## src/rtl/buzz_pkg.sv

```systemverilog
// rtl/buzz_pkg.sv - shared state, source-code and priority definitions for buzzer_arbiter
package buzz_pkg;

   typedef enum logic [1:0] {
      S_IDLE  = 2'd0,
      S_ALARM = 2'd1,
      S_CHIME = 2'd2,
      S_CLICK = 2'd3
   } state_e;

   localparam logic [1:0] SRC_IDLE  = 2'd0;
   localparam logic [1:0] SRC_ALARM = 2'd1;
   localparam logic [1:0] SRC_CHIME = 2'd2;
   localparam logic [1:0] SRC_CLICK = 2'd3;

   // Higher value preempts lower value.
   localparam logic [1:0] PRIO_IDLE  = 2'd0;
   localparam logic [1:0] PRIO_CLICK = 2'd1;
   localparam logic [1:0] PRIO_CHIME = 2'd2;
   localparam logic [1:0] PRIO_ALARM = 2'd3;

   localparam int SEC_W  = $clog2(63 + 1);
   localparam int CYC_W  = $clog2(1023 + 1);
   localparam int TONE_W = $clog2(255 + 1);

   function automatic logic [1:0] prio_of(state_e s);
      logic [1:0] p;
      p = PRIO_IDLE;
      case (s)
         S_ALARM: p = PRIO_ALARM;
         S_CHIME: p = PRIO_CHIME;
         S_CLICK: p = PRIO_CLICK;
         default: p = PRIO_IDLE;
      endcase
      return p;
   endfunction

endpackage

```

## src/rtl/buzzer_arbiter_if.sv

```systemverilog
// rtl/buzzer_arbiter_if.sv - request/timing inputs and buzzer outputs between core and arbiter
interface buzzer_arbiter_if;

   logic       tick_1hz;
   logic       blink;
   logic       alarm_en;
   logic       set_mode;
   logic       alarm_req;
   logic       chime_req;
   logic       click_req;
   logic       cancel;
   logic       buzz;
   logic [1:0] src;
   logic       done;

   modport master (
      output tick_1hz, blink, alarm_en, set_mode,
      output alarm_req, chime_req, click_req, cancel,
      input  buzz, src, done
   );

   modport slave (
      input  tick_1hz, blink, alarm_en, set_mode,
      input  alarm_req, chime_req, click_req, cancel,
      output buzz, src, done
   );

endinterface

```

## src/rtl/buzzer_arbiter_tone_gen.sv

```systemverilog
// rtl/buzzer_arbiter_tone_gen.sv - square-wave tone: phase counter with toggle at wrap
module tone_gen
   import buzz_pkg::*;
#(
   parameter int TONE_DIV = 4
) (
   input  logic clk,
   input  logic rst,
   input  logic run,
   input  logic restart,
   output logic tone_q,
   output logic tone_nxt
);

   localparam logic [TONE_W-1:0] PHASE_LAST = TONE_W'(TONE_DIV - 1);

   logic [TONE_W-1:0] phase_q, phase_d;
   logic              tone_d;

   always_comb begin
      phase_d = phase_q;
      tone_d  = tone_q;
      if (restart) begin
         phase_d = '0;
         tone_d  = 1'b1;
      end else if (run) begin
         if (phase_q == PHASE_LAST) begin
            phase_d = '0;
            tone_d  = ~tone_q;
         end else begin
            phase_d = phase_q + 1'b1;
         end
      end
   end

   always_ff @(posedge clk) begin
      if (rst) begin
         phase_q <= '0;
         tone_q  <= 1'b0;
      end else begin
         phase_q <= phase_d;
         tone_q  <= tone_d;
      end
   end

   // Exposed so the registered buzz can use the same-edge tone value.
   assign tone_nxt = tone_d;

endmodule

```

## src/rtl/buzzer_arbiter.sv

```systemverilog
// rtl/buzzer_arbiter.sv - fixed-priority preemptive buzzer sharing between alarm, chime, click and blink
module buzzer_arbiter
   import buzz_pkg::*;
#(
   parameter int TONE_DIV   = 4,
   parameter int ALARM_SECS = 30,
   parameter int CHIME_SECS = 2,
   parameter int CLICK_CYC  = 50
) (
   input logic               clk,
   input logic               rst,
   buzzer_arbiter_if.slave   bus
);

   localparam logic [SEC_W-1:0] ALARM_LAST = SEC_W'(ALARM_SECS - 1);
   localparam logic [SEC_W-1:0] CHIME_LAST = SEC_W'(CHIME_SECS - 1);
   localparam logic [CYC_W-1:0] CLICK_LAST = CYC_W'(CLICK_CYC - 1);

   state_e           state_q, state_d;
   logic [SEC_W-1:0] sec_q, sec_d;
   logic [CYC_W-1:0] cyc_q, cyc_d;
   logic             buzz_q, buzz_d;
   logic             done_q, done_d;
   logic             restart;
   logic             tone_run;
   logic             tone_q;
   logic             tone_nxt;
   logic             acc_alarm, acc_chime, acc_click;

   assign acc_alarm = bus.alarm_req && bus.alarm_en;
   assign acc_chime = bus.chime_req && !bus.set_mode && (prio_of(state_q) < PRIO_CHIME);
   assign acc_click = bus.click_req && (prio_of(state_q) < PRIO_CLICK);
   assign tone_run  = (state_q == S_ALARM) || (state_q == S_CHIME);

   always_comb begin
      state_d = state_q;
      sec_d   = sec_q;
      cyc_d   = cyc_q;
      done_d  = 1'b0;
      restart = 1'b0;
      buzz_d  = 1'b0;

      if (bus.cancel) begin
         state_d = S_IDLE;
         sec_d   = '0;
         cyc_d   = '0;
      end else if (acc_alarm) begin
         state_d = S_ALARM;
         sec_d   = '0;
         cyc_d   = '0;
         restart = 1'b1;
      end else if (state_q == S_ALARM && !bus.alarm_en) begin
         state_d = S_IDLE;
         sec_d   = '0;
      end else if (acc_chime) begin
         state_d = S_CHIME;
         sec_d   = '0;
         cyc_d   = '0;
         restart = 1'b1;
      end else if (acc_click) begin
         state_d = S_CLICK;
         cyc_d   = '0;
      end else begin
         case (state_q)
            S_ALARM, S_CHIME: begin
               if (bus.tick_1hz) begin
                  if (sec_q == ((state_q == S_ALARM) ? ALARM_LAST : CHIME_LAST)) begin
                     state_d = S_IDLE;
                     sec_d   = '0;
                     done_d  = 1'b1;
                  end else begin
                     sec_d = sec_q + 1'b1;
                  end
               end
            end
            S_CLICK: begin
               if (cyc_q == CLICK_LAST) begin
                  state_d = S_IDLE;
                  cyc_d   = '0;
                  done_d  = 1'b1;
               end else begin
                  cyc_d = cyc_q + 1'b1;
               end
            end
            default: ;
         endcase
      end

      case (state_d)
         S_ALARM: buzz_d = tone_nxt & bus.blink;
         S_CHIME: buzz_d = tone_nxt;
         S_CLICK: buzz_d = 1'b1;
         default: buzz_d = bus.set_mode ? bus.blink : 1'b0;
      endcase
   end

   always_ff @(posedge clk) begin
      if (rst) begin
         state_q <= S_IDLE;
         sec_q   <= '0;
         cyc_q   <= '0;
         buzz_q  <= 1'b0;
         done_q  <= 1'b0;
      end else begin
         state_q <= state_d;
         sec_q   <= sec_d;
         cyc_q   <= cyc_d;
         buzz_q  <= buzz_d;
         done_q  <= done_d;
      end
   end

   tone_gen #(
      .TONE_DIV (TONE_DIV)
   ) u_tone (
      .clk      (clk),
      .rst      (rst),
      .run      (tone_run),
      .restart  (restart),
      .tone_q   (tone_q),
      .tone_nxt (tone_nxt)
   );

   assign bus.buzz = buzz_q;
   assign bus.src  = state_q;
   assign bus.done = done_q;

endmodule

```

## src/flat_wrapper.sv

```systemverilog
// flat-port wrapper written by rule: the top's interface ports become plain ports
module buzzer_arbiter_flat import buzz_pkg::*;
#(
   parameter int TONE_DIV   = 4,
   parameter int ALARM_SECS = 30,
   parameter int CHIME_SECS = 2,
   parameter int CLICK_CYC  = 50
)
  (clk, rst, bus_tick_1hz, bus_blink, bus_alarm_en, bus_set_mode, bus_alarm_req, bus_chime_req, bus_click_req, bus_cancel, bus_buzz, bus_src, bus_done);
  buzzer_arbiter_if bus_i ();
  input logic clk;
  input logic rst;
  input wire logic [$bits(bus_i.tick_1hz)-1:0] bus_tick_1hz;
  input wire logic [$bits(bus_i.blink)-1:0] bus_blink;
  input wire logic [$bits(bus_i.alarm_en)-1:0] bus_alarm_en;
  input wire logic [$bits(bus_i.set_mode)-1:0] bus_set_mode;
  input wire logic [$bits(bus_i.alarm_req)-1:0] bus_alarm_req;
  input wire logic [$bits(bus_i.chime_req)-1:0] bus_chime_req;
  input wire logic [$bits(bus_i.click_req)-1:0] bus_click_req;
  input wire logic [$bits(bus_i.cancel)-1:0] bus_cancel;
  output wire logic [$bits(bus_i.buzz)-1:0] bus_buzz;
  output wire logic [$bits(bus_i.src)-1:0] bus_src;
  output wire logic [$bits(bus_i.done)-1:0] bus_done;
  assign bus_i.tick_1hz = bus_tick_1hz;
  assign bus_i.blink = bus_blink;
  assign bus_i.alarm_en = bus_alarm_en;
  assign bus_i.set_mode = bus_set_mode;
  assign bus_i.alarm_req = bus_alarm_req;
  assign bus_i.chime_req = bus_chime_req;
  assign bus_i.click_req = bus_click_req;
  assign bus_i.cancel = bus_cancel;
  assign bus_buzz = bus_i.buzz;
  assign bus_src = bus_i.src;
  assign bus_done = bus_i.done;
  buzzer_arbiter #(.TONE_DIV(TONE_DIV), .ALARM_SECS(ALARM_SECS), .CHIME_SECS(CHIME_SECS), .CLICK_CYC(CLICK_CYC)) u_core (.clk(clk), .rst(rst), .bus(bus_i));
endmodule
```

## config.mk

```make
export PLATFORM = sky130hd
export DESIGN_NAME = buzzer_arbiter_flat
export DESIGN_NICKNAME = d
export VERILOG_FILES = /design/src/rtl/buzz_pkg.sv /design/src/rtl/buzzer_arbiter_if.sv /design/src/rtl/buzzer_arbiter_tone_gen.sv /design/src/rtl/buzzer_arbiter.sv /design/src/flat_wrapper.sv
export SDC_FILE = /design/constraint.sdc
export NUM_CORES = 1
export LEC_CHECK = 0
export BUFFER_PORTS_ARGS = -buffer_cell sky130_fd_sc_hd__buf_2
export CAP_MARGIN = 20
export CORE_MARGIN = 1.5
export CORE_UTILIZATION = 58
export DETAILED_ROUTE_END_ITERATION = 16
export PLACE_DENSITY = 0.78
export SETUP_SLACK_MARGIN = 0.15
export SKIP_LAST_GASP = 1
export SYNTH_ARGS = -nofsm -noshare
export SYNTH_HDL_FRONTEND = slang
export SYNTH_HIERARCHICAL = 1
export SYNTH_SLANG_ARGS = --single-unit
```

## constraint.sdc

```tcl
create_clock -name clk -period 3.05 [get_ports clk]
set_input_delay 0.305 -clock clk [delete_from_list [all_inputs] [get_ports clk]]
set_output_delay 0.305 -clock clk [all_outputs]
set_load 0.05 [all_outputs]
```

==> summary.txt, run 1 <==
Placement
  – I/O Buffers: 13
  – Placed Area: 0.00170 mm2
  – Cells after DPL: 224
  – HPWL after DPL: 2320 um
  – Gp weighted congestion: 0.809

Floorplan
  – Die area: 0.00310 mm2
  – Num rows: 18
  – Area of the core: 0.00254 mm2
  – Initial Util: 0.632
  – DIE WIDTH: 55.7 um
  – Die Y: 55.7 um
  – I/O pins: 14

Synthesis
  – #FFs+latches synth: 29
  – Synth async-reset ratio: 0
  – Count leader, synth: dfxtp_1
  – Top cells by area in the synthesized netlist: dfxtp_1 36%, ha_1 7.0%, xor2_1 6.0%
  – Post-synth net total: 202
  – Synth area leader: dfxtp_1
  – Synth Cell Area: 0.00161 mm2
  – Top cell type's share of synthesized area: 0.361
  – Post-Syn Area per Cell: 8.79 um2
  – Ys Warns: 6
  – Cells after synthesis: 183
  – Sequential cell area fraction in the yosys report: 0.361
  – Main synth FF type: dfxtp_1
  – Post-synth EDFFs: 0
  – Netlist cell types: 43
  – Synth top cells by count: 29 x dfxtp_1, 21 x nor2_1, 15 x a21oi_1

Final layout
  – Storage cell area: 581 um2
  – Cell Count, Final, Fillers Out: 232
  – Fin area: 0.00175 mm2
  – ANT cells: 0
  – Area delta synth->final: 9.10%
  – Area of the multi-input gates: 993 um2
  – Fill cell count: 213
  – End-of-flow core utilization: 0.689
  – Number of nets in the layout: 220
  – Layout cells sized above 1: 0.153

Worst setup path
  – Worst-path maximum fanout: 12
  – Setup crit end: u_core/cyc_q[8]
  – Critical path type: reg2reg
  – Worst EP arrival: 2.93 ns
  – CP bufs+invs: 1
  – Crit-path cells: inv_1, ha_1, or3b_1, a31oi_2, nand4_1, or3_1, a21oi_1
  – Crit-path leading delay family: simple AND/OR/NAND/NOR gates
  – CP Depth: 7
  – R2R Path End: u_core/cyc_q[8]
  – CP peak stage delay: 0.50 ns
  – Crit path capture type: flip-flop
  – Worst R2R Start: u_core/bus.src[0]
  – Worst Setup SP: u_core/bus.src[0]
  – CP startpoint kind: flip-flop
  – Critical path's slowest cell: or3b_1
  – FF-to-FF setup slack: 0.36 ns
  – WP data required: 3.30 ns
  – Depth of the most critical reg-to-reg path: 7

CTS
  – H-tree levels: 2
  – Register clock-pin slew on the reported worst setup and hold paths: 0.10 ns
  – Clock sink total: 29
  – Clock Path Buffers: 2
  – Latest clock arrival within the worst-skew pair: 0.31 ns
  – Post-cts gate resize count: 0
  – Clock tree from TritonCTS: built
  – Clock Root Buffer: clkbuf_4
  – # Post-CTS Setup Buffers: 0
  – Number of buffers created by CTS: 5
  – CTS Hold Bufs: 0

Timing
  – Clock period minus worst slack: 2.69 ns
  – Period utilisation layout: 0.881
  – Measured slew at the worst slew-check pin: 0.685 ns
  – Post-Route Skew: 0.00789 ns
  – Setup TNS: 0 ns
  – Max Slew Vio Count: 0
  – Max frequency: 372 MHz
  – Final setup vio count: 0
  – Slew HR: 0.541
  – Hold Violations, Final: 0
  – RSZ-0062 raised after global routing: false

Global routing
  – Largest net degree at the start of global routing: 13
  – Global-route usage over all layers: 0.221
  – Initial antenna violation count: 0
  – Grt total ovfl: 0
  – Vias in the first global route: 1277
  – Global-route wire length before repair: 5550 um

Drt
  – Detailed Route WL: 3110 um
  – Wire per inst: 13.4 um
  – Post-route ant nets: 0
  – Drt drc: 0
  – Via count: 1371
  – DR vias/cell: 5.91
  – DR iter-0 viols: 51
  – TritonRoute pass-1 iters: 4

Power and ir drop
  – PwrDens: 415 mW/mm2
  – Leak: 0.624 nW
  – Peak supply drop: 0.329 mV

Worst hold path
  – Hold Crit Class: in2reg

Run status
  – Status: complete, no violations

Job
  – Max-capacitance violation count: 0
[kinds of logic after synthesis]
kind of cell | count (synthesis) | share of synthesized area
xor+xnor | 14 | 0.0763
simple gates | 79 | 0.266
mux | 1 | 0.00623
buf+inv | 9 | 0.0210
compound gates | 42 | 0.199
fa+ha+maj | 9 | 0.0700
flops | 29 | 0.361
[cell usage in the layout, fill, tap and decap left out, drive strengths merged, types with 2 or more instances in the layout]
master   n
dfxtp   29
nor2    21
a21oi   17
buf     13
nand2   13
xor2    11
nand4    9
ha       9
o21ai    8
inv      7
nand3    7
or3      6
clkbuf   6
nand2b   5
nor3     4
a211oi   4
nor2b    3
xnor2    3
or4      3
clkinv   2
a21o     2
and3     2
nor4     2
[cell type report]
type | count | area share
Multi-Input combinational cell | 145 | 0.566
Sequential cell | 29 | 0.331
Timing Repair Buffer | 13 | 0.0371
Clock buffer | 6 | 0.0235
Tap cell | 30 | 0.0214
Inverter | 7 | 0.0150
Clock inverter | 2 | 0.00571
[how the worst min path moves through the flow]
stage / startpoint / endpoint / depth (start not counted)
finish: rst / u_core/bus.src[1] / 2
global route: rst / u_core/bus.src[1] / 2
CTS: rst / u_core/u_tone/tone_q / 2
detailed placement: u_core/sec_q[5] / u_core/sec_q[5] / 2
global placement: u_core/sec_q[5] / u_core/sec_q[5] / 2
floorplan: rst / u_core/u_tone/tone_q / 1
[flip-flops by register name (all words and copies together) (netlist names)]
name and count:
u_core/bus.buzz 1, u_core/bus.src 2, u_core/u_tone/tone_q 1, u_core/cyc_q 10, u_core/sec_q 6, u_core/u_tone/phase_q 8
u_core/bus.done 1
[per-stage QoR]
stage | worst slack, ns | hold slack (ns) | power, mW
final | 0.362 | 0.254 | 0.728
after detailed placement | 0.401 | 0.479 | 0.518
after floorplan | 0.341 | 0.370 | 0.489
after CTS | 0.384 | 0.241 | 0.737
after global placement | 0.530 | 0.468 | 0.515
after global routing | 0.191 | 0.256 | 0.771
[layer usage]
layer / track usage / wire (um) / up-vias / part of all wire
li1: - / - / 698 / -
met1: 0.291 / 1510 / 646 / 0.49
met2: 0.359 / 1460 / 25 / 0.47
met3: 0.0605 / 121 / 2 / 0.039
met4: 0.0557 / 18 / 0 / 0.0058
met5: 0 / 0 / - / 0
[report_power, final]
| group | switching (mW) | internal [mW] | total (mW) |
|---|---|---|---|
| Combinational | 0.0737 | 0.0462 | 0.120 |
| Clock | 0.129 | 0.0877 | 0.217 |
| Sequential | 0.00562 | 0.386 | 0.391 |
Power figures use the tool's default switching activity.
==> run 2, diff against run 1 <==
CORE_MARGIN = unset   (was 1.5)
CTS_BUF_LIST = sky130_fd_sc_hd__clkbuf_4   (was unset)
==> summary.txt, run 2 (synthesized netlist as in run 1, its figures left out) <==
Run status
  – Status: complete, no violations

Timing
  – Final setup vio count: 0
  – Measured slew at the worst slew-check pin: 0.703 ns
  – Max Slew Vio Count: 0
  – Fin Hold WS: 0.226 ns
  – Fin worst setup slack: 0.351 ns
  – RSZ-0062 raised after global routing: false
  – Post-Route Skew: 0.0131 ns
  – Hold Violations, Final: 0
  – Slew HR: 0.529
  – Period utilisation layout: 0.885
  – Setup TNS: 0 ns
  – Max frequency: 371 MHz
  – Clock period minus worst slack: 2.70 ns

Global routing
  – Global-route usage over all layers: 0.227
  – Grt total ovfl: 0
  – Largest net degree at the start of global routing: 13
  – Initial antenna violation count: 0
  – Global-route wire length before repair: 4770 um
  – Vias in the first global route: 1139

Placement
  – Placed Area: 0.00170 mm2
  – I/O Buffers: 13
  – Gp weighted congestion: 0.800
  – Pre-CTS WS: 0.393 ns
  – HPWL after DPL: 2250 um

CTS
  – Post-cts gate resize count: 0
  – # Post-CTS Setup Buffers: 0
  – Latest clock arrival within the worst-skew pair: 0.32 ns
  – Number of buffers created by CTS: 5
  – Clock sink total: 29
  – Clock tree from TritonCTS: built
  – CTS Hold Bufs: 0
  – Register clock-pin slew on the reported worst setup and hold paths: 0.09 ns
  – Clock Path Buffers: 2
  – H-tree levels: 2
  – Clock Root Buffer: clkbuf_4

Worst setup path
  – Critical path type: reg2reg
  – CP startpoint kind: flip-flop
  – WP data required: 3.30 ns
  – Worst EP arrival: 2.94 ns
  – R2R Path End: u_core/cyc_q[8]
  – Worst-path maximum fanout: 12
  – FF-to-FF setup slack: 0.35 ns
  – Worst R2R Start: u_core/bus.src[0]
  – Crit path capture type: flip-flop
  – Depth of the most critical reg-to-reg path: 7

Final layout
  – Commonest non-fill, non-tap cell in the layout: dfxtp_1
  – Number of nets in the layout: 220
  – Regs by FF count: u_core/cyc_q (10), u_core/u_tone/phase_q (8), u_core/sec_q (6)
  – Most frequent cells in the layout: 29 x dfxtp_1, 21 x nor2_1, 15 x a21oi_1
  – Area delta synth->final: 8.95%
  – ANT cells: 0
  – Largest register FFs: 10
  – Largest Register: u_core/cyc_q
  – Fin area: 0.00175 mm2
  – Layout cells sized above 1: 0.149

Drt
  – Wire per inst: 13.2 um
  – Via count: 1348
  – DR iter-0 viols: 42
  – Drt drc: 0
  – Post-route ant nets: 0
  – TritonRoute pass-1 iters: 4
  – Detailed Route WL: 3050 um
  – DR vias/cell: 5.84

Floorplan
  – Die Y: 54.7 um
  – Area of the core: 0.00254 mm2
  – Initial Util: 0.632
  – Die area: 0.00299 mm2
  – DIE WIDTH: 54.7 um
  – I/O pins: 14
  – Num rows: 18

Worst hold path
  – Critical hold path startpoint: rst
  – Hold Crit Class: in2reg
  – Hold path cells: 2
  – WHS Endpoint: u_core/u_tone/tone_q

Power and ir drop
  – Leak: 0.621 nW
  – Pwr Total: 0.728 mW
  – PwrDens: 415 mW/mm2
  – Peak supply drop: 0.329 mV

Job
  – Max-capacitance violation count: 0
-- run 2: cell types whose count changed in the layout (fill, tap and decap cells not counted) --
cell	delta
clkbuf_4	+1
clkinv_1	+1
clkinv_2	-2
clkbuf_1	-1
-- run 2: power breakdown --
group / total [mW] / internal [mW] / switching, mW / leakage (nW)
Combinational: 0.119 / 0.0462 / 0.0730 / 0.358
Clock: 0.217 / 0.0924 / 0.125 / 0.0292
Sequential: 0.391 / 0.386 / 0.00574 / 0.234
Total: 0.728 / 0.524 / 0.203 / 0.621
-- run 2: final cells by class --
type	instances	area [um2]
Clock buffer	6	45.0
Clock inverter	1	3.75
Fill cell	216	793
Inverter	7	26.3
Multi-Input combinational cell	145	993
Sequential cell	29	581
Tap cell	30	37.5
Timing Repair Buffer	13	65.1
-- run 2: per-layer routing --
layer  global-route usage  wire length [um]
met5                    0                 0
met4               0.0897                37
met3               0.0750               109
met2                0.335              1370
met1                0.300              1530
-- run 2: worst max path at each step --
stage                            startpoint              end  slack (ns)  cells past startpoint
after floorplan           u_core/bus.src[0]  u_core/cyc_q[8]        0.34                      7
after global routing      u_core/bus.src[0]  u_core/cyc_q[8]        0.15                      7
final                     u_core/bus.src[0]  u_core/cyc_q[8]        0.35                      7
after detailed placement  u_core/bus.src[0]  u_core/cyc_q[8]        0.39                      7
after global placement    u_core/bus.src[0]  u_core/cyc_q[8]        0.53                      7
after CTS                 u_core/bus.src[0]  u_core/cyc_q[8]        0.36                      7
-- run 2: per-stage QoR --
| step | util | instances |
|---|---|---|
| floorplan | - | 183 |
| global placement | 0.669 | 224 |
| detailed placement | 0.669 | 224 |
| CTS | 0.688 | 231 |
| global route | 0.688 | 231 |
| finish | 0.688 | 231 |
-- run 2: critical path: stages (launching register included) --
cell     delay, ns
dfxtp_1       0.39
inv_1         0.10
ha_1          0.47
or3b_1        0.50
a31oi_2       0.37
nand4_1       0.24
or3_1         0.40
a21oi_1       0.14
